`config.mk`:
```
export PLATFORM = sky130hd
export DESIGN_NAME = dbg_controller_flat
export DESIGN_NICKNAME = d
export VERILOG_FILES = /design/src/rtl/dbg_pkg.sv /design/src/rtl/dbg_controller_if.sv /design/src/rtl/dbg_timeout.sv /design/src/rtl/dbg_controller.sv /design/src/flat_wrapper.sv
export SDC_FILE = /design/constraint.sdc
export NUM_CORES = 1
export LEC_CHECK = 0
export BUFFER_PORTS_ARGS = -buffer_cell sky130_fd_sc_hd__buf_2
export CAP_MARGIN = 15
export CORE_MARGIN = 5
export CORE_UTILIZATION = 50
export CTS_BUF_LIST = sky130_fd_sc_hd__clkbuf_2
export DETAILED_ROUTE_END_ITERATION = 8
export PLACE_DENSITY_LB_ADDON = 0.15
export SLEW_MARGIN = 0
export SYNTH_ARGS = -nofsm -noshare
export SYNTH_HDL_FRONTEND = slang
export SYNTH_HIERARCHICAL = 1
export SYNTH_SLANG_ARGS = --single-unit
```
`constraint.sdc`:
```
create_clock -name clk -period 3.8 [get_ports clk]
set_input_delay 0 -clock clk [delete_from_list [all_inputs] [get_ports clk]]
set_output_delay 0 -clock clk [all_outputs]
set_load 0.1 [all_outputs]
```
`src/rtl/dbg_pkg.sv`:
```
// dbg_pkg: opcode/state types, status bit layout and defaults shared by the debug controller files.
package dbg_pkg;
    typedef enum logic [2:0] {
        OP_STATUS, OP_HALT, OP_RESUME, OP_STEP, OP_READ, OP_WRITE, OP_ENTER_DEBUG, OP_RSVD
    } dbg_op_t;
    typedef enum logic [3:0] {
        S_IDLE, S_ENTER, S_HALT_WAIT, S_RESUME_WAIT, S_STEP_PULSE, S_STEP_LEAVE, S_STEP_RETURN, S_ACCESS, S_RESP
    } dbg_state_t;
    localparam int DBG_ST_HALTED  = 0;
    localparam int DBG_ST_RUNNING = 1;
    localparam int DBG_ST_STALLED = 2;
    localparam int DBG_TIMEOUT    = 1024;
    function automatic logic [31:0] dbg_status(input logic halted, input logic running, input logic stalled);
        logic [31:0] s;
        s = '0;
        s[DBG_ST_HALTED]  = halted;
        s[DBG_ST_RUNNING] = running;
        s[DBG_ST_STALLED] = stalled;
        return s;
    endfunction
endpackage

```
`src/rtl/dbg_controller_if.sv`:
```
// DBG_IF: debug port between the debug module (request side) and the core (status/ack side).
interface DBG_IF;
    logic        enter_debug, req_halt, req_resume, step, dm_write;
    logic [7:0]  dm_addr;
    logic [31:0] dm_wdata;
    logic        halted, running, stalled, dm_access_valid;
    logic [31:0] dm_rdata;
    modport debug_module (
        output enter_debug, req_halt, req_resume, step, dm_write, dm_addr, dm_wdata,
        input  halted, running, stalled, dm_access_valid, dm_rdata
    );
    modport core (
        input  enter_debug, req_halt, req_resume, step, dm_write, dm_addr, dm_wdata,
        output halted, running, stalled, dm_access_valid, dm_rdata
    );
endinterface

```
`src/rtl/dbg_timeout.sv`:
```
// dbg_timeout: clear/enable wait counter; expired_o flags the last allowed waiting cycle.
module dbg_timeout import dbg_pkg::*; #(
    parameter int TIMEOUT_CYCLES = DBG_TIMEOUT,
    parameter int TO_W = $clog2(TIMEOUT_CYCLES + 1)
) (
    input  logic clk,
    input  logic nrst,
    input  logic clr_i,
    input  logic en_i,
    output logic expired_o
);
    logic [TO_W-1:0] cnt_q;
    // cnt_q counts completed waiting cycles, so the current one is number TIMEOUT_CYCLES at this value
    assign expired_o = cnt_q == TO_W'(TIMEOUT_CYCLES - 1);
    always_ff @(posedge clk or negedge nrst) begin
        if (!nrst) cnt_q <= '0;
        else if (clr_i) cnt_q <= '0;
        else if (en_i && !expired_o) cnt_q <= cnt_q + 1'b1;
    end
endmodule

```
`src/rtl/dbg_controller.sv`:
```
// dbg_controller: sequences host debug commands onto the core debug port, one response per command.
module dbg_controller import dbg_pkg::*; #(
    parameter int TIMEOUT_CYCLES = DBG_TIMEOUT,
    parameter int TO_W = $clog2(TIMEOUT_CYCLES + 1)
) (
    input  logic        clk,
    input  logic        nrst,
    input  logic        cmd_valid,
    output logic        cmd_ready,
    input  dbg_op_t     cmd_op,
    input  logic [7:0]  cmd_addr,
    input  logic [31:0] cmd_wdata,
    output logic        rsp_valid,
    input  logic        rsp_ready,
    output logic [31:0] rsp_data,
    output logic        rsp_err,
    DBG_IF.debug_module dbg
);
    dbg_state_t  state_q, state_d;
    dbg_op_t     op_q, op_d;
    logic        cmd_ready_q, cmd_ready_d, rsp_valid_q, rsp_valid_d, rsp_err_q, rsp_err_d;
    logic        enter_q, enter_d, halt_q, halt_d, resume_q, resume_d, step_q, step_d, write_q, write_d;
    logic [7:0]  addr_q, addr_d;
    logic [31:0] wdata_q, wdata_d, data_q, data_d, status;
    logic        accept, waiting, ack, expired, op_bad, rsp_entry;

    assign accept    = cmd_valid && cmd_ready_q;
    assign op_d      = accept ? cmd_op : op_q;
    assign status    = dbg_status(dbg.halted, dbg.running, dbg.stalled);
    assign waiting   = state_q inside {S_HALT_WAIT, S_RESUME_WAIT, S_STEP_LEAVE, S_STEP_RETURN, S_ACCESS};
    assign ack       = (state_q == S_HALT_WAIT && dbg.halted) ||
                       (state_q == S_RESUME_WAIT && dbg.running && !dbg.halted) ||
                       (state_q == S_STEP_RETURN && dbg.halted) ||
                       (state_q == S_ACCESS && dbg.dm_access_valid);
    assign op_bad    = cmd_op == OP_RSVD || (cmd_op inside {OP_STEP, OP_READ, OP_WRITE} && !dbg.halted);
    assign rsp_entry = state_d == S_RESP && state_q != S_RESP;

    dbg_timeout #(.TIMEOUT_CYCLES(TIMEOUT_CYCLES), .TO_W(TO_W)) u_timeout (
        .clk(clk), .nrst(nrst), .clr_i(state_d != state_q), .en_i(waiting), .expired_o(expired)
    );

    always_ff @(posedge clk or negedge nrst) begin
        if (!nrst) begin
            state_q     <= S_IDLE;
            op_q        <= OP_STATUS;
            cmd_ready_q <= 1'b0;
            rsp_valid_q <= 1'b0;
            rsp_err_q   <= 1'b0;
            data_q      <= '0;
            enter_q     <= 1'b0;
            halt_q      <= 1'b0;
            resume_q    <= 1'b0;
            step_q      <= 1'b0;
            write_q     <= 1'b0;
            addr_q      <= '0;
            wdata_q     <= '0;
        end else begin
            state_q     <= state_d;
            op_q        <= op_d;
            cmd_ready_q <= cmd_ready_d;
            rsp_valid_q <= rsp_valid_d;
            rsp_err_q   <= rsp_err_d;
            data_q      <= data_d;
            enter_q     <= enter_d;
            halt_q      <= halt_d;
            resume_q    <= resume_d;
            step_q      <= step_d;
            write_q     <= write_d;
            addr_q      <= addr_d;
            wdata_q     <= wdata_d;
        end
    end

    // an acknowledge always beats an expiring timeout in the same cycle
    always_comb begin
        state_d = state_q;
        case (state_q)
            S_IDLE: if (accept)
                case (cmd_op)
                    OP_HALT:           state_d = S_HALT_WAIT;
                    OP_RESUME:         state_d = S_RESUME_WAIT;
                    OP_ENTER_DEBUG:    state_d = S_ENTER;
                    OP_STEP:           state_d = dbg.halted ? S_STEP_PULSE : S_RESP;
                    OP_READ, OP_WRITE: state_d = dbg.halted ? S_ACCESS : S_RESP;
                    default:           state_d = S_RESP;
                endcase
            S_ENTER:      state_d = S_HALT_WAIT;
            S_STEP_PULSE: state_d = S_STEP_LEAVE;
            S_STEP_LEAVE: state_d = !dbg.halted ? S_STEP_RETURN : expired ? S_RESP : S_STEP_LEAVE;
            S_HALT_WAIT, S_RESUME_WAIT, S_STEP_RETURN, S_ACCESS:
                          state_d = (ack || expired) ? S_RESP : state_q;
            S_RESP:       state_d = rsp_ready ? S_IDLE : S_RESP;
            default:      state_d = S_IDLE;
        endcase
    end

    // outputs are decoded from the next state so every port comes straight from a flop
    always_comb begin
        cmd_ready_d = state_d == S_IDLE;
        enter_d     = state_d == S_ENTER;
        halt_d      = state_d == S_HALT_WAIT;
        resume_d    = state_d == S_RESUME_WAIT;
        step_d      = state_d == S_STEP_PULSE;
        write_d     = state_d == S_ACCESS && op_d == OP_WRITE;
        addr_d      = (accept && state_d == S_ACCESS) ? cmd_addr : addr_q;
        wdata_d     = (accept && state_d == S_ACCESS) ? cmd_wdata : wdata_q;
        rsp_valid_d = state_d == S_RESP;
        data_d      = !rsp_entry ? data_q : (ack && state_q == S_ACCESS && op_q == OP_READ) ? dbg.dm_rdata : status;
        rsp_err_d   = !rsp_entry ? rsp_err_q : state_q == S_IDLE ? op_bad : !ack;
    end

    assign cmd_ready       = cmd_ready_q;
    assign rsp_valid       = rsp_valid_q;
    assign rsp_data        = data_q;
    assign rsp_err         = rsp_err_q;
    assign dbg.enter_debug = enter_q;
    assign dbg.req_halt    = halt_q;
    assign dbg.req_resume  = resume_q;
    assign dbg.step        = step_q;
    assign dbg.dm_write    = write_q;
    assign dbg.dm_addr     = addr_q;
    assign dbg.dm_wdata    = wdata_q;
endmodule

```
`src/flat_wrapper.sv`:
```
// flat-port wrapper written by rule: the top's interface ports become plain ports
module dbg_controller_flat import dbg_pkg::*;
#(
    parameter int TIMEOUT_CYCLES = DBG_TIMEOUT,
    parameter int TO_W = $clog2(TIMEOUT_CYCLES + 1)
)
  (clk, nrst, cmd_valid, cmd_ready, cmd_op, cmd_addr, cmd_wdata, rsp_valid, rsp_ready, rsp_data, rsp_err, dbg_enter_debug, dbg_req_halt, dbg_req_resume, dbg_step, dbg_dm_write, dbg_dm_addr, dbg_dm_wdata, dbg_halted, dbg_running, dbg_stalled, dbg_dm_access_valid, dbg_dm_rdata);
  DBG_IF dbg_i ();
  input  logic clk;
  input  logic nrst;
  input  logic cmd_valid;
  output logic cmd_ready;
  input  dbg_op_t cmd_op;
  input  logic [7:0] cmd_addr;
  input  logic [31:0] cmd_wdata;
  output logic rsp_valid;
  input  logic rsp_ready;
  output logic [31:0] rsp_data;
  output logic rsp_err;
  output wire logic [$bits(dbg_i.enter_debug)-1:0] dbg_enter_debug;
  output wire logic [$bits(dbg_i.req_halt)-1:0] dbg_req_halt;
  output wire logic [$bits(dbg_i.req_resume)-1:0] dbg_req_resume;
  output wire logic [$bits(dbg_i.step)-1:0] dbg_step;
  output wire logic [$bits(dbg_i.dm_write)-1:0] dbg_dm_write;
  output wire logic [$bits(dbg_i.dm_addr)-1:0] dbg_dm_addr;
  output wire logic [$bits(dbg_i.dm_wdata)-1:0] dbg_dm_wdata;
  input wire logic [$bits(dbg_i.halted)-1:0] dbg_halted;
  input wire logic [$bits(dbg_i.running)-1:0] dbg_running;
  input wire logic [$bits(dbg_i.stalled)-1:0] dbg_stalled;
  input wire logic [$bits(dbg_i.dm_access_valid)-1:0] dbg_dm_access_valid;
  input wire logic [$bits(dbg_i.dm_rdata)-1:0] dbg_dm_rdata;
  assign dbg_enter_debug = dbg_i.enter_debug;
  assign dbg_req_halt = dbg_i.req_halt;
  assign dbg_req_resume = dbg_i.req_resume;
  assign dbg_step = dbg_i.step;
  assign dbg_dm_write = dbg_i.dm_write;
  assign dbg_dm_addr = dbg_i.dm_addr;
  assign dbg_dm_wdata = dbg_i.dm_wdata;
  assign dbg_i.halted = dbg_halted;
  assign dbg_i.running = dbg_running;
  assign dbg_i.stalled = dbg_stalled;
  assign dbg_i.dm_access_valid = dbg_dm_access_valid;
  assign dbg_i.dm_rdata = dbg_dm_rdata;
  dbg_controller #(.TIMEOUT_CYCLES(TIMEOUT_CYCLES), .TO_W(TO_W)) u_core (.clk(clk), .nrst(nrst), .cmd_valid(cmd_valid), .cmd_ready(cmd_ready), .cmd_op(cmd_op), .cmd_addr(cmd_addr), .cmd_wdata(cmd_wdata), .rsp_valid(rsp_valid), .rsp_ready(rsp_ready), .rsp_data(rsp_data), .rsp_err(rsp_err), .dbg(dbg_i));
endmodule
```
# --- Word-level counts from Yosys, hierarchy flattened ---
# Index checks and enable logic that the tools add are counted.
op_classes:
  addsub: 1
  n_eq_ne: 26
  n_mux: 14
  n_reduce_logical: 28
op_table:
  columns: ["cell", "count"]
  rows:
  - ["2-to-1 mux 32 bit", 1]
  - ["2-to-1 mux 4 bit", 7]
  - ["equality test 4 x 3 -> 1 bit (second input constant)", 6]
  - ["one-hot mux 4 bit (6 select lines)", 1]
  - ["2-to-1 mux 11 bit", 2]
  - ["one-hot mux 4 bit (5 select lines)", 1]
  - ["equality test 3 bit (second input constant)", 6]
  - ["equality test 4 x 2 -> 1 bit (second input constant)", 4]
  - ["logical AND 1 bit", 13]
  - ["adder 11 x 1 -> 11 bit (second input constant)", 1]
  - ["equality test 11 x 10 -> 1 bit (second input constant)", 1]
  - ["equality test 4 x 1 -> 1 bit (second input constant)", 2]
  - ["equality test 4 bit (second input constant)", 2]
  - ["logical NOT 4 bit", 2]
  - ["equality test 3 x 2 -> 1 bit (second input constant)", 2]
  - ["logical OR 1 bit", 5]
  - ["nonzero test 5 bit", 1]
  - ["inequality test 4 bit", 1]
  - ["inequality test 4 bit (second input constant)", 1]
  - ["OR reduction 4 bit", 1]
  - ["equality test 3 x 1 -> 1 bit (second input constant)", 1]
  - ["logical NOT 1 bit", 3]
  - ["2-to-1 mux 3 bit", 1]
  - ["nonzero test 3 bit", 1]
  - ["other kinds (3)", 3]
totals:
  register_bits: 98
  inputBits: 83
  output_inout_bits: 80
  wordCells: 83

# --- Depth between registers and ports, before layout ---
logic_depth:
  word_depth: 11
  mapped_depth: 15

# --- By module ---
# The synthesis kept the hierarchy.
modules_own_cells:
  columns: ["mod", "instances", "cells_per_inst", "area_each_um2", "seq_area_each_um2"]
  rows:
  - ["dbg_controller", 1, 257, 3769.9, 2177.1]
  - ["dbg_timeout", 1, 69, 654.4, 275.3]

# --- Worst setup path after synthesis ---
# OpenSTA, ideal clock, no wires.
synth_path:
  path_type: "register -> register"
  startpoint: "reg u_core.u_timeout.cnt_q[0]"
  endpoint: "reg u_core.addr_q[0], in the netlist u_core/dbg.dm_addr[0]"
  t_arrival_ns: 2.925
  t_required_ns: 3.674
  setup_slack_ns: 0.749
  stages_incl_launch_ff: 11
  n_path_buf: 2
  synth_period_minus_slack_ns: 3.051
  cell_sequence: "dfrtp_1 ha_1 and3_1 buf_2 and3_1 or3b_1 a2111oi_4 a211oi_1 nor4_4 buf_6 mux2_4"
synth_via:
  elab_chain_len: 6
synth_lines:
  columns: ["element", "line_no", "rtl"]
  rows:
  - ["start, declared", "dbg_timeout.sv:12", "logic [TO_W-1:0] cnt_q;"]
  - ["start signal, assigned", "dbg_timeout.sv:18", "else if (en_i && !expired_o) cnt_q <= cnt_q + 1'b1;"]
  - ["equality test 11 x 10 -> 1 bit *", "dbg_timeout.sv:14", "assign expired_o = cnt_q == TO_W'(TIMEOUT_CYCLES - 1);"]
  - ["named net u_core.expired", "dbg_controller.sv:25", "logic accept, waiting, ack, expired, op_bad, rsp_entry;"]
  - ["2-to-1 mux 4 bit or logical OR 1 bit (tied branches)", "dbg_controller.sv:89, dbg_controller.sv:91", null]
  - ["2-to-1 mux 4 bit (on tied branches)", "dbg_controller.sv:89, dbg_controller.sv:91", null]
  - ["one-hot mux 4 bit (6 select lines) *", "dbg_controller.sv:77", "case (state_q)"]
  - ["equality test 4 x 3 -> 1 bit *", "dbg_controller.sv:105", "addr_d = (accept && state_d == S_ACCESS) ? cmd_addr : addr_q;"]
  - ["logical AND 1 bit *", "dbg_controller.sv:105", null]
  - ["end signal, assigned", "dbg_controller.sv:69", "addr_q <= addr_d;"]
  - ["end, declared", "dbg_controller.sv:23", "logic [7:0] addr_q, addr_d;"]
# Mark *: on every way through the listed nets, which the timed path passes. The rest lies on a longest branch.
# A chain may end at the register's enable or synchronous reset.

# --- Final worst setup path ---
layout_path:
  startpoint: "reg u_core.u_timeout.cnt_q[0]"
  endpoint: "reg u_core.wdata_q[6], in the netlist u_core/dbg.dm_wdata[6]"
layout_via:
  elab_chain_len: 6
layout_lines:
  columns: ["element", "line_no", "rtl"]
  rows:
  - ["equality test 11 x 10 -> 1 bit *", "dbg_timeout.sv:14", null]
  - ["named net u_core.expired", "dbg_controller.sv:25", null]
  - ["2-to-1 mux 4 bit or logical OR 1 bit (tied branches)", "dbg_controller.sv:89, dbg_controller.sv:91", null]
  - ["2-to-1 mux 4 bit (on tied branches)", "dbg_controller.sv:89, dbg_controller.sv:91", null]
  - ["one-hot mux 4 bit (6 select lines) *", "dbg_controller.sv:77", null]
  - ["equality test 4 x 3 -> 1 bit *", "dbg_controller.sv:106", "wdata_d = (accept && state_d == S_ACCESS) ? cmd_wdata : wdata_q;"]
  - ["logical AND 1 bit *", "dbg_controller.sv:106", null]
  - ["end signal, assigned", "dbg_controller.sv:70", "wdata_q <= wdata_d;"]
  - ["end, declared", "dbg_controller.sv:24", "logic [31:0] wdata_q, wdata_d, data_q, data_d, status;"]
# Marked as above.

==> flow_summary.ini <==
[timing]
fmax_mhz = 299
fin_worst_skew_ns = 0.0416
min_period_ns = 3.35
finalSetupViolCount = 0
hold_violations = 0
drv_slew = 0
timing.final.crit_share = 0.881
rsz0062_at_grt = false
tightest_slew_ns = 0.893
slew_headroom = 0.405
tns_ns = 0

[synth]
ys_types = 56
synth-xor-area-share = 0.00198
yosysSeqAreaShare = 0.554
synth.most_common_cell = dfrtp_1
syn_inst = 326
synth_largest_area_cell = dfrtp_1
yosysWarningCount = 6
synth_top_area_share = 0.554
synth_compound_area_frac = 0.136
synth-edff-count = 0
synth_top_family_by_area = multiplexers
synth_ff_type = dfrtp_1
synth.avg_cell_area_um2 = 13.6
netlist_area_um2 = 4420
ys_async_sr_fraction = 1.00
synthTopCellsByCount = 98 x dfrtp_1, 40 x mux2_4, 29 x a22o_1, 10 x a21oi_1
synth_simple_gate_area_frac = 0.107
synth.area.top_cells = dfrtp_1 55%, mux2_4 14%, a22o_1 5.7%, mux2_2 2.3%, buf_6 1.5%
yosys.area_share.adder = 0.00283
synth_nets = 410
synthMuxAreaShare = 0.161
ys_ff_latch = 98

[global_route]
grt_usage = 0.215
antenna_found_initial = 0
grt_pass1_wl_um = 19000
grt_max_degree = 70
gr-total-overflow = 0
grt_pass1_vias = 3745

[floorplanning]
die_x_um = 104
core_um2 = 8680
io_pins = 163
initial_core_util = 0.510
die_area_um2 = 10800
die-height_um = 104
num_rows = 34

[place]
dp_hpwl_um = 7220
io_buffers = 162
dp_cells = 580
place.gp.congestion = 0.870

[routing]
vias = 3606
remaining_drc_errors = 0
dr.pass1.iters = 4
wire_per_inst_um = 17.0
drtIter0Drc = 214
postRouteAntennaNets = 0
wl_um = 11500
viasPerCell = 5.32

[cells_and_area]
drive_above_1_share = 0.426
stdcell_count = 678
area_growth_pct = 40.3
num_antenna_cells = 0
fin_nets = 649

[critical_path]
required_ns = 4.25
critPathMaxStageDelay_ns = 0.47
reg2regPathDepth = 9
path_max_fanout = 40
critPathLaunchType = register
critical_path.cell_chain = ha_1, and3_1, and3_1, or3b_1, a2111oi_4, a211oi_1, nor4_4, buf_12, mux2_4
critPathSlowestCell = dfrtp_1
end_kind = register
worst-setup-path-type = register to register
worstPathArrival_ns = 3.80
cp_common_cell = and3_1

[power]
p_per_area_nw_per_um2 = 555
vdd_drop_max_mv = 0.351
p_leak_nw = 3.25

[cts]
cts_sinks = 98
post_cts_resized = 0
cts_root_buf = clkbuf_2
cts_htree_levels = 3
clkTransAtPathRegs_ns = 0.30
tritoncts = built
numCtsBuffers = 9
clock_latency_ns = 0.57
clockBufferDepth = 2

[min_path]
hold_class = input pin to async pin

[run]
maxCapViolations = 0

[run_status]
status = completed
layout by cell type, fill, tap and decap left out, types with 3 or more instances in the layout:
cell and n:
clkbuf_2 10, nor3_1 4, dlygate4sd3_1 82, buf_4 5
and4_1 4, a22o_1 29, mux2_4 40, nand2b_1 3
inv_1 9, and3_1 6, nand4_1 6, nor4_1 3
mux2_2 9, a21oi_1 10, nor2b_1 8, nand3_1 3
nand2_1 8, buf_2 161, a211oi_1 7, dfrtp_1 98
nor2_1 8, o21ai_0 4, a211oi_2 3, a31oi_1 6
final timing paths:
path / start / slack, ns / to
worst min register to register: u_core/rsp_data[0] / 0.54 / u_core/rsp_data[0]
worst max register to register: u_core/u_timeout/cnt_q[0] / 0.45 / u_core/dbg.dm_wdata[6]
min in group clk: cmd_valid / 0.07 / u_core/dbg.dm_write
max in group asynchronous: nrst / 2.83 / u_core/dbg.dm_addr[5]
worst max-delay path: u_core/u_timeout/cnt_q[0] / 0.45 / u_core/dbg.dm_wdata[6]
worst min-delay path: nrst / 0.02 / u_core/dbg.dm_wdata[19]
sequential cells by signal (all words and copies together) (netlist names), 3 cells and up:
register and cells:
u_core/dbg.dm_addr 8, u_core/dbg.dm_wdata 32, u_core/state_q 4, u_core/op_q 3, u_core/rsp_data 32, u_core/u_timeout/cnt_q 11
layout make-up:
type | instances | area [µm²]
clock buffers | 10 | 50.0
clock inverters | 6 | 47.5
fillers | 602 | 2470
inverters | 9 | 33.8
multi-input cells | 198 | 1810
flip-flops and latches | 98 | 2450
well taps | 108 | 135
repair buffers | 249 | 1680
timing repair:
action | CTS | global route
hold buffers | 82 | 0
buffers inserted | 0 | 0
hold endpoints to repair | 149 | 0
routing by layer:
layer	track usage	up-vias	wire length, µm
met5	0	-	0
met4	0.0694	0	221
met3	0.0596	23	811
met2	0.347	157	5550
met1	0.279	1733	4920
li1	-	1693	-
per-stage QoR:
stage | total power, mW | hold slack [ns] | worst slack (ns) | cell area [µm²] | util
floorplan | 2.61 | -0.296 | 0.749 | 4420 | -
global placement | 2.91 | 0.157 | 0.634 | 5290 | 0.610
detailed placement | 2.93 | 0.167 | 0.527 | 5290 | 0.610
CTS | 3.46 | 0.0359 | 0.439 | 6210 | 0.715
global route | 3.61 | 0.0297 | 0.310 | 6210 | 0.715
finish | 3.44 | 0.0173 | 0.450 | 6210 | 0.715
cells by family (layout without fill, tap and decap cells):
logic type,Yosys count,count (layout)
DFF,98,98
AOI/OAI and AO/OA,74,74
and+or+nand+nor,72,72
muxes,50,50
buffers and inverters,30,274
adders and majority gates,1,1
xor gates and xnor gates,1,1
worst max-delay path, delay by kind of cell (launching register included):
| family | cells | cell delay, ns |
|---|---|---|
| simple gates | 4 | 1.26 |
| compound gates | 2 | 0.61 |
| buf+inv | 1 | 0.32 |
| flops | 1 | 0.47 |
| fa+ha+maj | 1 | 0.25 |
| mux | 1 | 0.33 |
report_power, final:
group	leakage (nW)	switching (mW)	total [mW]	internal, mW
sequential	1.34	0.107	1.30	1.19
clock	0.0686	0.356	0.454	0.0985
combinational	1.84	1.24	1.69	0.455
Note: power is estimated with default switching activity, not from simulation.
